File: src/rtl/instr_fetch.sv
// Instruction fetch stage: issues word reads from RESET_PC onward, queues responses with
// their PCs for decode, and flushes on control-flow redirects.
module instr_fetch #(
  parameter int          DEPTH       = 4,
  parameter logic [31:0] RESET_PC    = 32'h0000_0000,
  parameter bit          SWAP_ENDIAN = 1'b0
) (
  input  logic        clk,
  input  logic        rst,
  output logic        imem_req_valid,
  output logic [31:0] imem_req_addr,
  input  logic        imem_req_ready,
  input  logic        imem_rsp_valid,
  input  logic [31:0] imem_rsp_data,
  input  logic        redirect_valid,
  input  logic [31:0] redirect_pc,
  output logic        dec_valid,
  output logic [31:0] dec_instr,
  output logic [31:0] dec_pc,
  input  logic        dec_ready
);

  localparam int PW = $clog2(DEPTH);
  localparam int CW = PW + 1;

  function automatic logic [31:0] fix_endian(input logic [31:0] w);
    return SWAP_ENDIAN ? {w[7:0], w[15:8], w[23:16], w[31:24]} : w;
  endfunction

  logic [31:0]   fetch_pc;
  logic [31:0]   rsp_pc;
  logic [31:0]   instr_q [DEPTH];
  logic [31:0]   pc_q    [DEPTH];
  logic [PW-1:0] rd_ptr;
  logic [PW-1:0] wr_ptr;
  logic [CW-1:0] count;
  logic [CW-1:0] outst;
  logic [CW-1:0] drop;

  logic [CW:0]   credit_used;
  logic          issue;
  logic          keep;
  logic          drop_now;
  logic          pop;
  logic          unused_pc_bits;

  // Queue slots and in-flight requests share one credit pool, so a response always has room.
  assign credit_used    = {1'b0, count} + {1'b0, outst};
  assign imem_req_valid = !rst && !redirect_valid && (credit_used < (CW+1)'(DEPTH));
  assign imem_req_addr  = fetch_pc;

  assign issue          = imem_req_valid && imem_req_ready;
  assign drop_now       = imem_rsp_valid && (drop != '0);
  assign keep           = imem_rsp_valid && (drop == '0);
  assign pop            = dec_valid && dec_ready;
  assign unused_pc_bits = ^redirect_pc[1:0];

  assign dec_valid = !rst && (count != '0);
  assign dec_instr = rst ? 32'h0 : instr_q[rd_ptr];
  assign dec_pc    = rst ? 32'h0 : pc_q[rd_ptr];

  // Stage p0: control state (PCs, pointers, credit counters)
  always_ff @(posedge clk) begin
    if (rst) begin
      fetch_pc <= RESET_PC;
      rsp_pc   <= RESET_PC;
      rd_ptr   <= '0;
      wr_ptr   <= '0;
      count    <= '0;
      outst    <= '0;
      drop     <= '0;
    end else if (redirect_valid) begin
      fetch_pc <= {redirect_pc[31:2], 2'b00};
      rsp_pc   <= {redirect_pc[31:2], 2'b00};
      rd_ptr   <= '0;
      wr_ptr   <= '0;
      count    <= '0;
      // Everything still in flight after this cycle belongs to the old path.
      outst    <= outst - CW'(imem_rsp_valid);
      drop     <= outst - CW'(imem_rsp_valid);
    end else begin
      if (issue) fetch_pc <= fetch_pc + 32'd4;
      outst <= outst + CW'(issue) - CW'(imem_rsp_valid);
      if (drop_now) drop <= drop - CW'(1);
      if (keep) begin
        wr_ptr <= wr_ptr + PW'(1);
        rsp_pc <= rsp_pc + 32'd4;
      end
      if (pop) rd_ptr <= rd_ptr + PW'(1);
      count <= count + CW'(keep) - CW'(pop);
    end
  end

  // Stage p0: queue storage
  always_ff @(posedge clk) begin
    if (rst) begin
      for (int i = 0; i < DEPTH; i++) begin
        instr_q[i] <= 32'h0;
        pc_q[i]    <= 32'h0;
      end
    end else if (!redirect_valid && keep) begin
      instr_q[wr_ptr] <= fix_endian(imem_rsp_data);
      pc_q[wr_ptr]    <= rsp_pc;
    end
  end

endmodule

File: config.mk
export PLATFORM = sky130hd
export DESIGN_NAME = instr_fetch
export DESIGN_NICKNAME = d
export VERILOG_FILES = /design/src/rtl/instr_fetch.sv
export SDC_FILE = /design/constraint.sdc
export NUM_CORES = 1
export LEC_CHECK = 0
export CAP_MARGIN = 20
export CELL_PAD_IN_SITES_DETAIL_PLACEMENT = 1
export CELL_PAD_IN_SITES_GLOBAL_PLACEMENT = 1
export CORE_MARGIN = 2
export CORE_UTILIZATION = 31
export DETAILED_ROUTE_END_ITERATION = 10
export PLACE_DENSITY = 0.69
export REMOVE_ABC_BUFFERS = 1
export SYNTH_ARGS = -nofsm -noshare
export SYNTH_HDL_FRONTEND = slang
export SYNTH_SLANG_ARGS = --single-unit
File: constraint.sdc
create_clock -name clk -period 15.2 [get_ports clk]
set_input_delay 2.28 -clock clk [delete_from_list [all_inputs] [get_ports clk]]
set_output_delay 2.28 -clock clk [all_outputs]
set_load 0.1 [all_outputs]
======== Word-level counts from Yosys, hierarchy flattened ========
Memories as Yosys holds them, arrays and structs flattened. A register that Yosys moved wholly into a read port is not among the register bits.
Cells that the tools add are included.
storage, ports and cells
  memories kept ........................... 2
  logic and storage cells ................. 66
  input port bits ......................... 70
  bits in latches ......................... 0
  flip-flop bits (word level) ............. 77
  bits in writable memories ............... 256
  ROM bits ................................ 0
memory list
  name     words  bits a word  rd ports  clocked after memory_dff  write ports  line  RTL
  instr_q  4      32           1         1                         4            32    logic [31:0] instr_q [DEPTH];
  pc_q     4      32           1         1                         4            33    logic [31:0] pc_q [DEPTH];
cells by class
  $lt $le $gt $ge ......................... 1
  multipliers ............................. 0
  reductions and logical operators ........ 19
  bitwise logic cells ..................... 0
  divide/modulo/power cells ............... 0
  muxes and demuxes ....................... 24
  add/subtract/negate cells ............... 11
  shift operators ......................... 0
  eq/ne operators ......................... 0
operator list
  kind                                                        count
  two-way mux 32 bit                                          8
  adder 32 x 3 -> 32 bit, second input constant               2
  OR reduction 32 bit                                         2
  two-way mux 2 bit                                           6
  two-way mux 3 bit                                           3
  subtractor 3 x 1 -> 3 bit                                   3
  logical AND 1 bit                                           8
  two-way mux 1 bit                                           7
  adder 3 x 1 -> 3 bit                                        2
  nonzero test 2 bit                                          3
  nonzero test 3 bit                                          2
  adder 2 x 1 -> 2 bit, second input constant                 2
  adder 3 x 3 -> 4 bit                                        1
  less-than comparator 4 x 3 -> 1 bit, second input constant  1
  zero test 3 bit                                             1
  subtractor 3 x 1 -> 3 bit, second input constant            1
  zero test 1 bit                                             2
  OR reduction 2 bit                                          1

======== Depth between registers and ports, before layout ========
Gate-level depths: netlist (run 1).
  depth in word-level cells ............... 8
  gate-level depth with buffers ........... 14

======== Worst setup path before layout (run 1) ========
OpenSTA, ideal clock, no wires.
  kind .................................... input-to-reg
  start point ............................. in imem_rsp_valid
  end point ............................... mem instr_q[1][0], enable pin
  setup time .............................. 0.574 ns
  path buffers ............................ 1
  data required time ...................... 14.626 ns
  data arrival time ....................... 7.580 ns
  path slack .............................. 7.046 ns
  stages on the path ...................... 5
  path through ............................ nand3b_2 -> inv_2 -> clkbuf_1 -> nand2_1 -> o31ai_1
RTL lines
  what                line  RTL
  start: declaration  13    input logic imem_rsp_valid,
  end: declaration    32

======== Worst setup path in the final report (run 1) ========
  start point ............................. in rst
  end point ............................... out dec_pc[21]
on the way
  word-level cells in the longest chain between the ends .. 1
RTL lines
  what                line  RTL
  start: declaration  9     input logic rst,
  two-way mux 32 bit  60    assign dec_pc = rst ? 32'h0 : pc_q[rd_ptr];
  end: declaration    19    output logic [31:0] dec_pc,
No other way between the ends.

==> out/summary.txt, run 1 <==
largest net degree at the start of global routing -> 87
final wirelength -> 40100 µm
Die Y -> 225 µm
DPL Wire Length -> 23000 µm
register share of total power -> 0.466
Worst setup EP type -> output pin
CP max-delay cell -> clkdlybuf4s50_1
Net Sw Power -> 0.603 mW
PD cells -> 119 mW/mm²
CP startpoint kind -> input pin
DIE AREA -> 0.0506 mm²
Worst Hold Launch -> rd_ptr[1]
share of cells above drive strength 1 -> 0.116
final setup vio count -> 0
fin nets -> 1381
H-tree lvl count -> 2
RSZ-0062 raised after global routing -> no
maximum VDD drop -> 60.5 µV
minimum clock period after layout -> 7.66 ns
vias -> 9788
CTS Buffer Depth -> 3
Final period util -> 0.504
Seq/Total Area, Yosys -> 0.591
Least-Margin Pin Slew -> 1.07 ns
final core occ -> 0.386
Ports -> 168
YS warnings -> 0
Placement Setup Slack -> 7.43 ns
initial antenna violation count -> 0
setup TNS -> 0 ns
vias in the first global route -> 10.4k
antenna-violating nets left -> 0
Gate power share -> 0.135
Vias/cell -> 5.05
number of flops mapped to enable cells by yosys -> 248
CTS tree -> built
final hold viol count -> 0
post-synthesis cell area -> 0.0151 mm²
status -> completed
syn_area_per_cell -> 13.0 µm²
Setup Buffers After CTS -> 0
Sw Ratio -> 0.274
Distinct cells, synth -> 60
Max Slew Vio Count -> 0
Die Width -> 225 µm
IO Port Bufs -> 161
Post-synth ARST share -> 0
Clock transition at path regs -> 0.05 ns
# DRC -> 0
Core ar. -> 0.0479 mm²
CTS sink count -> 323
wire length of the first global-routing pass -> 61500 µm
FF+latch count, synth -> 323
post-cts resize count -> 0
WS Path Type -> in2out
root buffer cell -> clkbuf_16
MaxCap Viol Count -> 0
worst r2r src -> count[2]
Synth Flop Type -> edfxtp_1
GRT Residual Overflow -> 0
drt wl/cell -> 20.7 µm
Leak -> 6.61 nW
Mapped Cells -> 1166
dpl cell area -> 0.0173 mm²
Arrival @ worst endpoint -> 5.38 ns
CP cell instances -> clkdlybuf4s50_1, buf_4, inv_2, buf_4, and2_1, clkdlybuf4s50_1
Initial DRT Pass Iterations -> 4
final setup margin -> 7.54 ns
Post-CTS Hold Buffers -> 0
clock skew -> 0.0163 ns
Internal -> 1.60 mW
Final Instance Area -> 0.0185 mm²
initial drt markers -> 556
maximum clock rate -> 131 MHz
Clock Power Share -> 0.399
GP Congestion -> 0.748
Slew HR -> 0.286
CP max stage delay -> 1.13 ns
CP Data Required Time -> 12.92 ns
Starting Density -> 0.316
worst skew pair latency -> 0.55 ns
worst-path maximum fanout -> 50
fillcell total -> 5002
CP Launch Point -> rst
GR Util All Layers -> 0.160
num rows -> 80
HP Class -> reg2reg
Area Growth Syn to Fin -> 22.3%
total CTS buffers -> 37
## layer usage
metal / track usage / share of wire
met1: 0.212 / 0.46
met2: 0.269 / 0.49
met3: 0.0246 / 0.035
met4: 0.0479 / 0.019
met5: 0 / 0
## cell usage after synthesis (all sizes together), types with 2 or more instances
library cell  instances  share of area
and2                251           0.10
fa                    2         0.0026
nor2                 35         0.0087
nor4                 10         0.0045
nor3                 12         0.0043
a211oi               12         0.0059
inv                  17         0.0042
a32oi                 2         0.0012
clkbuf               64          0.016
a21boi               22          0.011
and4                  7         0.0042
a31oi                12         0.0050
dfxtp                75          0.099
o21ai                12         0.0040
ha                   12         0.0099
xor2                 29          0.017
nand4                23          0.010
nand2b                3         0.0012
and3                 70          0.029
nor3b                 4         0.0026
buf                  23         0.0085
or3                   7         0.0029
nand3                27         0.0089
or2                   3         0.0012
xnor2                22          0.013
mux4                 62          0.092
o311ai                4         0.0023
a21oi                19         0.0063
o21a                 13         0.0064
nand3b                2         0.0012
nand2                46          0.012
edfxtp              248           0.49
## final timing paths
kind | slack (ns) | to | depth (start not counted)
max reg2reg | 11.48 | outst[2] | 12
max | 7.54 | dec_pc[21] | 6
min reg2reg | 0.53 | rd_ptr[1] | 2
min | 0.53 | rd_ptr[1] | 2
## sequential cells by signal, summed over array words and instances, names as in the netlist, named ones only
| signal | cells |
|---|---|
| count | 3 |
| imem_req_addr | 30 |
| drop | 3 |
| outst | 3 |
| rsp_pc | 30 |
| pc_q | 120 |
| wr_ptr | 2 |
| instr_q | 128 |
| rd_ptr | 2 |
## cell families after synthesis
logic type                 after synthesis  synth area share
buffers and inverters                  105            0.0289
DFF                                    323             0.591
and+or+nand+nor                        503             0.197
muxes                                   64            0.0936
AOI/OAI and AO/OA                      105            0.0472
other                                    1          0.000248
xor gates and xnor gates                51            0.0295
adders and majority gates               14            0.0126
## layout make-up
type / instances / area (µm²) / share of cell area
Clock buffer: 50 / 1040 / 0.0560
Multi-Input combinational cell: 741 / 5830 / 0.315
Antenna cell: 1 / 2.50 / 0.000135
Sequential cell: 323 / 8960 / 0.484
Inverter: 18 / 67.6 / 0.00365
Clock inverter: 16 / 136 / 0.00736
Timing Repair Buffer: 176 / 1720 / 0.0931
Tap cell: 615 / 769 / 0.0416
## per-stage QoR
stage / cells / hold WS, ns / power [mW]
after floorplan: 1082 / 0.485 / 1.24
after global placement: 1873 / 0.502 / 1.34
after detailed placement: 1873 / 0.523 / 1.35
after CTS: 1939 / 0.535 / 2.23
after global routing: 1939 / 0.579 / 2.28
final: 1940 / 0.532 / 2.20
## placed cells by master (no fill, tap or decap), types with 3 or more instances in the layout
| cell | n |
|---|---|
| nand2_1 | 44 |
| o21ai_0 | 12 |
| o21a_1 | 13 |
| a211oi_1 | 12 |
| nand3_1 | 27 |
| or3_1 | 7 |
| a21oi_1 | 19 |
| a21boi_0 | 22 |
| mux4_2 | 62 |
| xnor2_1 | 22 |
| inv_2 | 4 |
| nor3_1 | 10 |
| nand4_1 | 21 |
| clkinv_1 | 5 |
| clkdlybuf4s50_1 | 161 |
| nor4_1 | 9 |
| and4_1 | 6 |
| dfxtp_1 | 73 |
| buf_4 | 15 |
| a31oi_1 | 12 |
| inv_1 | 14 |
| conb_1 | 4 |
| ha_1 | 12 |
| clkbuf_16 | 39 |
| and3_1 | 70 |
| nor2_1 | 34 |
| clkbuf_1 | 9 |
| nand2b_1 | 3 |
| and2_1 | 251 |
| clkinv_2 | 5 |
| edfxtp_1 | 248 |
| o311ai_0 | 4 |
| xor2_1 | 29 |
## critical path: cells and delay by family
kind,cells,cell delay (ns)
buffers and inverters,5,2.86
AND/OR/NAND/NOR,1,0.19
## power groups by stage
stage	registers, mW	clock network (mW)	logic [mW]
after global routing	1.03	0.933	0.316
after CTS	1.03	0.902	0.302
after floorplan	1.07	0	0.164
final	1.03	0.877	0.298
after global placement	1.04	0	0.297
after detailed placement	1.05	0	0.301
Power figures use the tool's default switching activity.
==> inputs of run 2 (changes only) <==
clock period = 7.44 ns   (was 15.2 ns; I/O delays follow)
==> run 2 against run 1 <==
  * Wire length is 2.2% higher
  * Sequential power rose by 100%
  * Die area unchanged
  * Total power increased by 110%
  * Combinational power rose by 110%
  * Largest power group unchanged
  * Non-clock buffer count grew 6
  * Critical path depth fell by 2
  * Critical endpoint is now dec_pc[9]
  * Global-route usage up 0.57 points
==> out/summary.txt, run 2 (same netlist as run 1, synthesis figures left out) <==
Max Slew Vio Count -> 0 (unchanged)
Largest Register -> instr_q (unchanged)
status -> completed (unchanged)
HP Class -> reg2reg (unchanged)
final setup vio count -> 0 (unchanged)
Ports -> 168 (unchanged)
clock skew -> 0.0181 ns (was 0.0163 ns)
Sw Ratio -> 0.269 (was 0.274)
Initial DRT Pass Iterations -> 4 (unchanged)
GP Congestion -> 0.730 (was 0.748)
CP startpoint kind -> flop (was input pin)
Arrival @ worst endpoint -> 3.88 ns (was 5.38 ns)
worst-path maximum fanout -> 41 (was 50)
final cell count without fillers -> 1948 (was 1940)
Worst setup EP type -> output pin (unchanged)
antenna-violating nets left -> 0 (unchanged)
# DRC -> 0 (unchanged)
register share of total power -> 0.454 (was 0.466)
GRT Residual Overflow -> 0 (unchanged)
Cells after DPL -> 1878 (was 1873)
Setup Buffers After CTS -> 0 (unchanged)
vias in the first global route -> 10.8k (was 10.4k)
GR Util All Layers -> 0.165 (was 0.160)
WS Path Type -> reg2out (was in2out)
root buffer cell -> clkbuf_16 (unchanged)
Net Sw Power -> 1.24 mW (was 0.603 mW)
final hold viol count -> 0 (unchanged)
H-tree lvl count -> 2 (unchanged)
vias -> 9834 (was 9788)
Post-CTS Hold Buffers -> 0 (unchanged)
Area Growth Syn to Fin -> 23.2% (was 22.3%)
Die Width -> 225 µm (unchanged)
maximum clock rate -> 200 MHz
Slew HR -> 0.280 (was 0.286)
DPL Wire Length -> 24300 µm (was 23000 µm)
Die Y -> 225 µm (unchanged)
CTS tree -> built (unchanged)
Least-Margin Pin Slew -> 1.08 ns (was 1.07 ns)
final wirelength -> 41000 µm (was 40100 µm)
share of cells above drive strength 1 -> 0.119 (was 0.116)
drt wl/cell -> 21.0 µm (was 20.7 µm)
minimum clock period after layout -> 4.99 ns
Clock transition at path regs -> 0.06 ns (was 0.05 ns)
Final period util -> 0.671
Starting Density -> 0.316 (unchanged)
PD cells -> 248 mW/mm² (was 119 mW/mm²)
CTS sink count -> 323 (unchanged)
Leak -> 6.69 nW (was 6.61 nW)
DIE AREA -> 0.0506 mm² (unchanged)
CTS Buffer Depth -> 3 (unchanged)
CP Data Required Time -> 6.32 ns (was 12.92 ns)
total CTS buffers -> 38 (was 37)
MaxCap Viol Count -> 0 (unchanged)
Clock Power Share -> 0.413 (was 0.399)
commonest cells after routing, fill and taps aside -> and2_1 (251), edfxtp_1 (248), clkdlybuf4s50_1 (161) (unchanged)
Gate power share -> 0.133 (was 0.135)
RSZ-0062 raised after global routing -> no (unchanged)
worst skew pair latency -> 0.56 ns (was 0.55 ns)
max reg flops -> 128 (unchanged)
Vias/cell -> 5.05 (about the same)
largest net degree at the start of global routing -> 87 (unchanged)
Core ar. -> 0.0479 mm² (unchanged)
Worst Hold Launch -> imem_req_addr[22] (was rd_ptr[1])
initial antenna violation count -> 1 (was 0)
setup TNS -> 0 ns (unchanged)
largest registers -> instr_q: 128 flops, pc_q: 120 flops (unchanged)
maximum VDD drop -> 140 µV (was 60.5 µV)
leading cell type in the layout, fill and taps excluded -> and2_1 (unchanged)
IO Port Bufs -> 161 (unchanged)
Internal -> 3.38 mW (was 1.60 mW)
num rows -> 80 (unchanged)
wire length of the first global-routing pass -> 63600 µm (was 61500 µm)
worst r2r src -> drop[0] (was count[2])
initial drt markers -> 615 (was 556)
post-cts resize count -> 0 (unchanged)
fin nets -> 1388 (was 1381)
-- run 2: cell types whose count changed in the layout (fill, tap and decap cells not counted), sizes merged --
| cell | before | now |
|---|---|---|
| clkbuf | 50 | 48 |
| inv | 19 | 20 |
| clkinvlp | 2 | 0 |
| buf | 15 | 21 |
| clkinv | 11 | 12 |
| bufinv | 2 | 6 |
-- run 2: final timing paths --
kind                       end  slack [ns]  depth (start not counted)
max                  dec_pc[9]        2.45                          4
min          imem_req_addr[22]        0.54                          1
max reg2reg      instr_q[3][4]        4.06                          6
min reg2reg  imem_req_addr[22]        0.54                          1
-- run 2: critical path: stages (launching register included) --
cell and delay, ns:
dfxtp_4 0.96, buf_4 0.57, mux4_2 0.63, and2_1 0.18
clkdlybuf4s50_1 0.96
-- run 2: area by class of cell --
class / instances / area (µm²)
tap: 615 / 769
clock buffer: 48 / 998
clock inverter: 20 / 259
multi-input combinational: 741 / 5830
antenna: 1 / 2.50
sequential: 323 / 8960
fill: 5013 / 29300
timing repair buffer: 182 / 1780
inverter: 18 / 67.6
-- run 2: through the flow --
stage	area (µm²)	total power [mW]	hold slack, ns	util	setup WS, ns
global placement	17400	2.74	0.512	0.363	2.22
floorplan	14800	2.53	0.485	-	0.354
finish	18700	4.62	0.536	0.389	2.45
detailed placement	17400	2.76	0.524	0.363	2.17
CTS	18600	4.68	0.540	0.389	2.16
global route	18700	4.79	0.585	0.389	2.18
-- run 2: per-layer routing --
layer | global-route usage | up-vias | part of all wire
li1 | - | 4541 | -
met1 | 0.217 | 5022 | 0.45
met2 | 0.282 | 216 | 0.49
met3 | 0.0256 | 55 | 0.041
met4 | 0.0479 | 0 | 0.018
met5 | 0 | - | 0
-- run 2: power groups by stage --
stage,combinational (mW),sequential [mW],clock [mW]
after floorplan,0.334,2.19,0
after global placement,0.612,2.13,0
after detailed placement,0.619,2.14,0
after CTS,0.621,2.10,1.96
after global routing,0.652,2.11,2.02
final,0.612,2.10,1.91
==> inputs of run 3 (changes only) <==
clock period = 4.96 ns   (was 7.44 ns; I/O delays follow)
==> run 3 against run 2 <==
  * Core utilization is 0.81 points higher
  * Critical path depth stayed put
  * Clock skew decreased by 0.0078 ns
  * First-iteration DRC count grew 1.5%
==> out/summary.txt, run 3 (same netlist as run 1, synthesis figures left out) <==
wire length of the first global-routing pass -> 63700 µm (was 63600 µm)
final hold viol count -> 0 (unchanged)
final setup vio count -> 0 (unchanged)
Diodes inserted -> 0 (was 1)
Die Width -> 225 µm (unchanged)
Leak -> 6.95 nW (was 6.69 nW)
worst-path maximum fanout -> 44 (was 41)
Initial DRT Pass Iterations -> 5 (was 4)
status -> completed (unchanged)
CP max-delay cell -> dfxtp_4 (unchanged)
fin nets -> 1389 (was 1388)
post-cts resize count -> 0 (unchanged)
DPL Wire Length -> 24800 µm (was 24300 µm)
Arrival @ worst endpoint -> 2.91 ns (was 3.88 ns)
maximum VDD drop -> 219 µV (was 140 µV)
max reg flops -> 128 (unchanged)
CTS Buffer Depth -> 3 (unchanged)
final cell count without fillers -> 1949 (was 1948)
CTS tree -> built (unchanged)
num rows -> 80 (unchanged)
Die Y -> 225 µm (unchanged)
worst reg2reg path depth -> 13 (was 6)
Area Growth Syn to Fin -> 25.8% (was 23.2%)
hold path depth -> 2 (was 1)
CP cell instances -> buf_4, mux4_2, and2_1, buf_12 (was buf_4, mux4_2, and2_1, clkdlybuf4s50_1)
largest registers -> instr_q: 128 flops, pc_q: 120 flops (unchanged)
CTS sink count -> 323 (unchanged)
GRT Residual Overflow -> 0 (unchanged)
initial antenna violation count -> 0 (was 1)
antenna-violating nets left -> 0 (unchanged)
largest net degree at the start of global routing -> 87 (unchanged)
Core ar. -> 0.0479 mm² (unchanged)
# DRC -> 0 (unchanged)
leading cell type in the layout, fill and taps excluded -> and2_1 (unchanged)
Cells after DPL -> 1880 (was 1878)
Least-Margin Pin Slew -> 1.05 ns (was 1.08 ns)
Largest Register -> instr_q (unchanged)
maximum clock rate -> 274 MHz
Worst path top cell family by delay -> flip-flops (was buffers and inverters)
HP Class -> reg2reg (unchanged)
Clock transition at path regs -> 0.06 ns (about the same)
GR Util All Layers -> 0.165 (about the same)
worst hold slack -> 0.541 ns (was 0.536 ns)
CP startpoint kind -> flop (unchanged)
IO Port Bufs -> 161 (unchanged)
minimum clock period after layout -> 3.65 ns
DIE AREA -> 0.0506 mm² (unchanged)
final setup margin -> 1.31 ns (was 2.45 ns)
final wirelength -> 41600 µm (was 41000 µm)
Worst Hold Launch -> imem_req_addr[3] (was imem_req_addr[22])
worst skew pair latency -> 0.53 ns (was 0.56 ns)
CP max stage delay -> 0.99 ns (was 0.96 ns)
total CTS buffers -> 38 (unchanged)
sink of the worst hold path -> imem_req_addr[3] (was imem_req_addr[22])
Post-CTS Hold Buffers -> 0 (unchanged)
CP Data Required Time -> 4.22 ns (was 6.32 ns)
vias -> 9864 (was 9834)
dpl cell area -> 0.0179 mm² (was 0.0174 mm²)
Slew HR -> 0.298 (was 0.280)
share of cells above drive strength 1 -> 0.172 (was 0.119)
Setup Buffers After CTS -> 0 (unchanged)
final core occ -> 0.397 (was 0.389)
Worst setup EP type -> output pin (unchanged)
Placement Setup Slack -> 1.12 ns (was 2.17 ns)
H-tree lvl count -> 2 (unchanged)
WS Path Type -> reg2out (unchanged)
Vias/cell -> 5.06 (was 5.05)
GP Congestion -> 0.741 (was 0.730)
root buffer cell -> clkbuf_16 (unchanged)
Critical R2R Capture -> outst[2] (was instr_q[3][4])
MaxCap Viol Count -> 0 (unchanged)
commonest cells after routing, fill and taps aside -> and2_1 (251), edfxtp_1 (248), clkdlybuf4s50_1 (97) (was and2_1 (251), edfxtp_1 (248), clkdlybuf4s50_1 (161))
Ports -> 168 (unchanged)
worst r2r src -> outst[2] (was drop[0])
vias in the first global route -> 10.7k (was 10.8k)
drt wl/cell -> 21.3 µm (was 21.0 µm)
RSZ-0062 raised after global routing -> no (unchanged)
CP bufs+invs -> 2 (unchanged)
setup slack, reg-to-reg -> 1.68 ns (was 4.06 ns)
initial drt markers -> 624 (was 615)
Final period util -> 0.736
PD cells -> 357 mW/mm² (was 248 mW/mm²)
clock skew -> 0.0103 ns (was 0.0181 ns)
Final Instance Area -> 0.0190 mm² (was 0.0187 mm²)
Max Slew Vio Count -> 0 (unchanged)
Starting Density -> 0.316 (unchanged)
run 3: cell types whose count changed in the layout (fill, tap and decap cells not counted), sizes merged:
cell | previous run | this run
diode | 1 | 0
clkdlybuf4s50 | 161 | 97
clkinv | 12 | 21
buf | 21 | 86
clkbuf | 48 | 44
inv | 20 | 19
clkinvlp | 0 | 1
bufinv | 6 | 2
run 3: tightest hold or removal path, delay by kind of cell (launching register included):
kind            cells  cell delay, ns
flops               1            0.34
simple gates        1            0.07
compound gates      1            0.07
run 3: metal layers:
layer / wire length (µm) / vias to the layer above / track usage / share of wire
met2: 20300 / 214 / 0.280 / 0.49
met5: 0 / - / 0 / 0
met1: 18700 / 5053 / 0.219 / 0.45
met4: 859 / 0 / 0.0457 / 0.021
met3: 1710 / 54 / 0.0279 / 0.041
li1: - / 4543 / - / -
run 3: worst max path at each step:
stage / from / to / slack [ns] / cells after the start
after global routing: flop / dec_instr[3] / 1.07 / 4
after global placement: imem_req_ready / outst[2] / 1.16 / 13
after floorplan: imem_rsp_valid / instr_q[1][0] / -1.75 / 4
after CTS: flop / dec_instr[3] / 1.17 / 4
after detailed placement: imem_rsp_valid / instr_q[2][1] / 1.12 / 7
final: flop / dec_instr[3] / 1.31 / 4
run 3: final cells by class:
cell class                      count  area, µm²
Fill cell                        4954      28900
Clock buffer                       44       1000
Sequential cell                   323       8960
Timing Repair Buffer              183       2250
Tap cell                          615        769
Multi-Input combinational cell    741       5830
Clock inverter                     25        171
Inverter                           18       67.6
run 3: stage by stage:
step           setup TNS (ns)  power, mW
2_1_floorplan         -164.73       3.79
3_3_place_gp                0       4.17
3_5_place_dp                0       4.20
4_1_cts                     0       6.89
5_1_grt                     0       7.04
6_report                    0       6.80
run 3: power breakdown:
group	total [mW]	switching, mW	leakage, nW	internal [mW]
Sequential	3.15	0.0981	3.19	3.05
Combinational	0.984	0.658	3.18	0.326
Clock	2.67	1.11	0.589	1.55
